**config.mk**
```make
export PLATFORM = sky130hd
export DESIGN_NAME = axis_sample_packetizer
export DESIGN_NICKNAME = d
export VERILOG_FILES = /design/src/rtl/axis_sample_pkg.sv /design/src/rtl/axis_sample_fifo.sv /design/src/rtl/axis_sample_packetizer.sv
export SDC_FILE = /design/constraint.sdc
export NUM_CORES = 1
export LEC_CHECK = 0
export CORE_MARGIN = 2
export CORE_UTILIZATION = 59
export CTS_CLUSTER_DIAMETER = 100
export CTS_CLUSTER_SIZE = 24
export DETAILED_ROUTE_END_ITERATION = 12
export PLACE_DENSITY = 0.8
export REMOVE_ABC_BUFFERS = 1
export SETUP_SLACK_MARGIN = 0.02
export SLEW_MARGIN = 20
export SYNTH_ARGS = -nofsm -noshare
export SYNTH_HDL_FRONTEND = slang
export SYNTH_SLANG_ARGS = --single-unit
```
**constraint.sdc**
```tcl
create_clock -name clk -period 5.8 [get_ports clk]
set_clock_uncertainty 0.1 [all_clocks]
set_input_delay 1.74 -clock clk [delete_from_list [all_inputs] [get_ports clk]]
set_output_delay 1.74 -clock clk [all_outputs]
set_load 0.1 [all_outputs]
```
**src/rtl/axis_sample_pkg.sv**
```systemverilog
// Shared constants for the sample packetizer: FSM encodings and counter limits.
package axis_sample_pkg;
  localparam logic [1:0]  IDLE    = 2'd0;
  localparam logic [1:0]  RUN     = 2'd1;
  localparam logic [1:0]  PAD     = 2'd2;
  localparam logic [15:0] OVF_MAX = 16'hFFFF;
endpackage

```
**src/rtl/axis_sample_fifo.sv**
```systemverilog
// First-word-fall-through FIFO with registered storage; the head word is
// visible on rd_data whenever empty is low, and reads as zero otherwise.
module axis_sample_fifo #(
  parameter int unsigned WIDTH = 17,
  parameter int unsigned DEPTH = 16
) (
  input  logic             clk,
  input  logic             rst,
  input  logic             wr_en,
  input  logic [WIDTH-1:0] wr_data,
  input  logic             rd_en,
  output logic [WIDTH-1:0] rd_data,
  output logic             full,
  output logic             empty
);
  localparam int unsigned AW = $clog2(DEPTH);

  logic [WIDTH-1:0] mem_q [DEPTH];
  logic [AW:0]      wr_ptr_q, wr_ptr_d;
  logic [AW:0]      rd_ptr_q, rd_ptr_d;
  logic             push, pop;

  // Extra pointer MSB separates the full and empty cases when the indices match.
  assign full  = (wr_ptr_q[AW] != rd_ptr_q[AW]) && (wr_ptr_q[AW-1:0] == rd_ptr_q[AW-1:0]);
  assign empty = (wr_ptr_q == rd_ptr_q);
  assign rd_data = empty ? '0 : mem_q[rd_ptr_q[AW-1:0]];

  always_comb begin
    push     = wr_en && !full;
    pop      = rd_en && !empty;
    wr_ptr_d = wr_ptr_q + (AW+1)'(push);
    rd_ptr_d = rd_ptr_q + (AW+1)'(pop);
  end

  always_ff @(posedge clk) begin
    if (rst) begin
      wr_ptr_q <= '0;
      rd_ptr_q <= '0;
    end else begin
      wr_ptr_q <= wr_ptr_d;
      rd_ptr_q <= rd_ptr_d;
    end
  end

  always_ff @(posedge clk) begin
    if (!rst && push) mem_q[wr_ptr_q[AW-1:0]] <= wr_data;
  end
endmodule

```
**src/rtl/axis_sample_packetizer.sv**
```systemverilog
// Frames the decimated sample stream into fixed-length AXI4-Stream packets,
// zero-padding an open packet on disable and counting drops and packets.
module axis_sample_packetizer
  import axis_sample_pkg::*;
#(
  parameter int unsigned DATA_WIDTH = 16,
  parameter int unsigned FIFO_DEPTH = 16,
  parameter int unsigned LEN_WIDTH  = 16
) (
  input  logic                  clk,
  input  logic                  rst,
  input  logic                  enable,
  input  logic [LEN_WIDTH-1:0]  packet_len,
  input  logic [DATA_WIDTH-1:0] in_data,
  input  logic                  in_data_valid,
  output logic                  in_data_ready,
  output logic [DATA_WIDTH-1:0] m_axis_tdata,
  output logic                  m_axis_tvalid,
  output logic                  m_axis_tlast,
  input  logic                  m_axis_tready,
  output logic [15:0]           overflow_cnt,
  output logic [31:0]           packet_cnt
);
  localparam int unsigned OCC_W = $clog2(FIFO_DEPTH) + 1;

  logic [1:0]           state_q, state_d;
  logic [LEN_WIDTH-1:0] len_q, len_d;
  logic [LEN_WIDTH-1:0] cnt_q, cnt_d;
  logic [OCC_W-1:0]     occ_q, occ_d;
  logic                 in_data_ready_q, in_data_ready_d;
  logic [15:0]          overflow_cnt_q, overflow_cnt_d;
  logic [31:0]          packet_cnt_q, packet_cnt_d;

  logic                  fifo_full, fifo_empty;
  logic                  accept, drop, pad_wr, wr_en, wr_last, pop;
  logic [DATA_WIDTH:0]   wr_data, rd_data;

  always_comb begin
    state_d        = state_q;
    len_d          = len_q;
    cnt_d          = cnt_q;
    overflow_cnt_d = overflow_cnt_q;
    packet_cnt_d   = packet_cnt_q;

    accept  = (state_q == RUN) && !fifo_full && in_data_valid;
    drop    = (state_q == RUN) && fifo_full && in_data_valid;
    pad_wr  = (state_q == PAD) && !fifo_full;
    wr_en   = accept || pad_wr;
    wr_last = (cnt_q == len_q - LEN_WIDTH'(1));
    wr_data = {wr_last, in_data};
    if (pad_wr) wr_data = {wr_last, {DATA_WIDTH{1'b0}}};
    pop     = !fifo_empty && m_axis_tready;

    if (wr_en) cnt_d = wr_last ? '0 : cnt_q + LEN_WIDTH'(1);

    // Leaving RUN looks at the post-write counter, so a tlast written in the
    // disabling cycle closes the packet without padding.
    case (state_q)
      IDLE: if (enable) begin
        state_d = RUN;
        len_d   = (packet_len == '0) ? LEN_WIDTH'(1) : packet_len;
        cnt_d   = '0;
      end
      RUN:     if (!enable) state_d = (cnt_d == '0) ? IDLE : PAD;
      PAD:     if (pad_wr && wr_last) state_d = IDLE;
      default: state_d = IDLE;
    endcase

    occ_d           = occ_q + OCC_W'(wr_en) - OCC_W'(pop);
    in_data_ready_d = (state_d == RUN) && (occ_d != OCC_W'(FIFO_DEPTH));

    if (drop && overflow_cnt_q != OVF_MAX) overflow_cnt_d = overflow_cnt_q + 16'd1;
    if (pop && rd_data[DATA_WIDTH])        packet_cnt_d   = packet_cnt_q + 32'd1;
  end

  always_ff @(posedge clk) begin
    if (rst) begin
      state_q         <= IDLE;
      len_q           <= '0;
      cnt_q           <= '0;
      occ_q           <= '0;
      in_data_ready_q <= 1'b0;
      overflow_cnt_q  <= '0;
      packet_cnt_q    <= '0;
    end else begin
      state_q         <= state_d;
      len_q           <= len_d;
      cnt_q           <= cnt_d;
      occ_q           <= occ_d;
      in_data_ready_q <= in_data_ready_d;
      overflow_cnt_q  <= overflow_cnt_d;
      packet_cnt_q    <= packet_cnt_d;
    end
  end

  axis_sample_fifo #(
    .WIDTH (DATA_WIDTH + 1),
    .DEPTH (FIFO_DEPTH)
  ) u_fifo (
    .clk     (clk),
    .rst     (rst),
    .wr_en   (wr_en),
    .wr_data (wr_data),
    .rd_en   (m_axis_tready),
    .rd_data (rd_data),
    .full    (fifo_full),
    .empty   (fifo_empty)
  );

  assign in_data_ready = in_data_ready_q;
  assign m_axis_tvalid = !fifo_empty;
  assign m_axis_tdata  = rd_data[DATA_WIDTH-1:0];
  assign m_axis_tlast  = rd_data[DATA_WIDTH];
  assign overflow_cnt  = overflow_cnt_q;
  assign packet_cnt    = packet_cnt_q;
endmodule

```
==> qor.txt <==
Most common flop cell mapped by yosys: edfxtp_1
Fin. Hold Viols: 0
Gr usage total: 21.9%
Max IR drop VDD: 216 uV
Num rows: 59
Main area contributors after synthesis: edfxtp_1 53%, dfxtp_1 13%, mux4_2 12%, xor2_1 3.1%, nor2_1 2.2%
Sw Ratio: 25.5%
Status: completed
Hold_buf cts: 0
Combinational share of power: 15.1%
Area leader, netlist: edfxtp_1
Worst slew pin tran: 1050 ps
Worst EP required: 3960 ps
Fraction of layout cells with a size suffix above 1: 15.9%
CTS tree: yes
Area grow syn2layout: 12.7%
Num CTS Buffers: 19
Kind of critical path: register to output port
Htree depth: 1
Die outline height: 166 um
Vias: 8888
Resize count post-CTS: 0
Placed cell areas: 0.0170 mm^2
Final GP Congestion: 0.814
Iter 0 DRT Violations: 832
P_sw: 1.30 mW
Tmin final: 5060 ps
FF+latch count, synth: 370
Final HPWL DP: 20.0 mm
Cell Pwr Density: 291 mW/mm^2
Inst Count DP: 1432
Clock Sinks: 370
Mapped cell area: 0.0156 mm^2
Register area share after synthesis: 65.1%
Hold crit path type: register to register
Die X: 166 um
CTS max path bufs: 3
Max-cap violations: 0
Root buffer cell: clkbuf_16
Final setup TNS: 0 ps
Slew headroom: 30.2%
Vias/cell: 6.06
Startpoint types: register
CORE AREA: 0.0260 mm^2
Clk pin slew, worst setup/hold paths: 100 ps
RSZ-0062 raised after global routing: false
Setup violations, final: 0
Internal power: 3.80 mW
Post-route ant nets: 0
Final Total Pwr: 5.11 mW
Critical path endpoint category: output port
Post-synth ARST share: 0%
Critical path arrival: 3220 ps
First-pass GRT wire length: 47.8 mm
Final period utilization: 87.3%
Synth top area share: 52.5%
Pleak: 5.68 nW
Clk pwr share: 27.8%
Syn avg cell area: 15.2 um^2
Post-CTS Repair Setup Buffers: 0
Layout Nets: 1169
WL/cell: 21.0 um
Clk_lat worst skew: 520 ps
Sequential power share: 57.1%
Vias in the first global route: 8540
Slew Limit Fails: 0
Finished Layout Cells: 1466
Post-synth EDFFs: 272
Max Fclk: 0.197 GHz
# port buffers: 103
Initial antenna violation count: 0
Drt total wl: 30.8 mm
Drt drc: 0
Gr ovfl total: 0
Synth Warn #: 0
Max FO, Critical Path: 30
First drt pass iteration count: 4
I/O pin cnt: 104
Diodes inserted: 0
Initial core utilization: 59.9%
Synth cell types: 56
Gate count after technology mapping: 1023
Utilization after layout: 67.5%
Final Cell Area: 0.0175 mm^2
Largest net degree at the start of global routing: 75
Die area: 0.0277 mm^2
cells in the mapped netlist (all sizes together) (23+ instances only):
master and instances:
clkbuf 32, buf 23, xnor2 36, edfxtp 272, mux4 84, nor2 92
xor2 55, dfxtp 98, nand2 31, nand4 25, and2 43, nand3 31
sequential cells by signal, summed over array words and instances, names as in the netlist:
register / cells
len_q: 16
occ_q: 5
overflow_cnt: 16
u_fifo.wr_ptr_q: 5
in_data_ready: 1
packet_cnt: 32
state_q: 2
u_fifo.mem_q: 272
cnt_q: 16
u_fifo.rd_ptr_q: 5
per-layer routing:
metal  vias up  track usage (%)  wire [um]
met4         0             5.32        614
met1      4498             30.8      13000
met2       265             35.8      15100
li1       4079                -          -
met3        46             4.12       2080
met5         -                0          0
placed cells by master, fill, tap and decap left out, drive strengths merged, types with 6 or more instances in the layout:
cell / instances
o21ai: 21
xnor2: 36
or3: 13
nor2b: 8
buf: 45
mux4: 84
dfxtp: 98
nand2b: 6
mux2i: 7
and3: 16
clkbuf: 32
xor2: 55
a22o: 13
a21oi: 16
nor4: 9
edfxtp: 272
nor2: 92
and2: 43
nand2: 31
clkdlybuf4s50: 84
nand4: 25
nor3: 16
inv: 16
nand3: 31
ha: 13
stage by stage:
step | setup WS [ps] | hold WS (ps)
global route | 463 | 445
finish | 736 | 409
floorplan | -1250 | 372
CTS | 674 | 418
global placement | 1130 | 379
detailed placement | 1090 | 395
power groups by stage:
stage	combinational [mW]	sequential, mW	clock, mW
floorplan	0.560	3.01	0
global placement	0.760	2.98	0
detailed placement	0.776	2.98	0
CTS	0.780	2.92	1.45
global route	0.829	2.92	1.53
finish	0.771	2.92	1.42
cell families (layout without fill, tap and decap cells):
kind of cell | after synthesis | after routing | synth area share [%]
DFF | 370 | 370 | 65.1
and+or+nand+nor | 313 | 313 | 10.9
xor gates and xnor gates | 91 | 91 | 5.12
muxes | 91 | 91 | 12.6
AOI/OAI and AO/OA | 75 | 75 | 3.29
buffers and inverters | 69 | 177 | 1.81
adders and majority gates | 14 | 14 | 1.17
path summary, 6_finish.rpt:
kind,cells after the start,slack (ps),from,endpoint
worst max-delay path,5,740,u_fifo.rd_ptr_q[0],m_axis_tdata[2]
worst min register to register,2,410,packet_cnt[19],packet_cnt[19]
worst max register to register,14,1450,u_fifo.rd_ptr_q[0],in_data_ready
worst min-delay path,2,410,packet_cnt[19],packet_cnt[19]
area by class of cell:
cell class | count | area, um^2
clock buffers | 32 | 524
clock inverters | 2 | 25.0
fillers | 1779 | 8440
inverters | 14 | 52.6
multi-input cells | 584 | 5200
flip-flops and latches | 370 | 10100
well taps | 335 | 419
repair buffers | 129 | 1190
critical path: stages (launching register included):
cell      delay [ps]
dfxtp_4          750
xor2_1           200
nor4_4           430
nand2b_1         670
and2_1           390
buf_4            240
(Power assumes the default switching activity.)
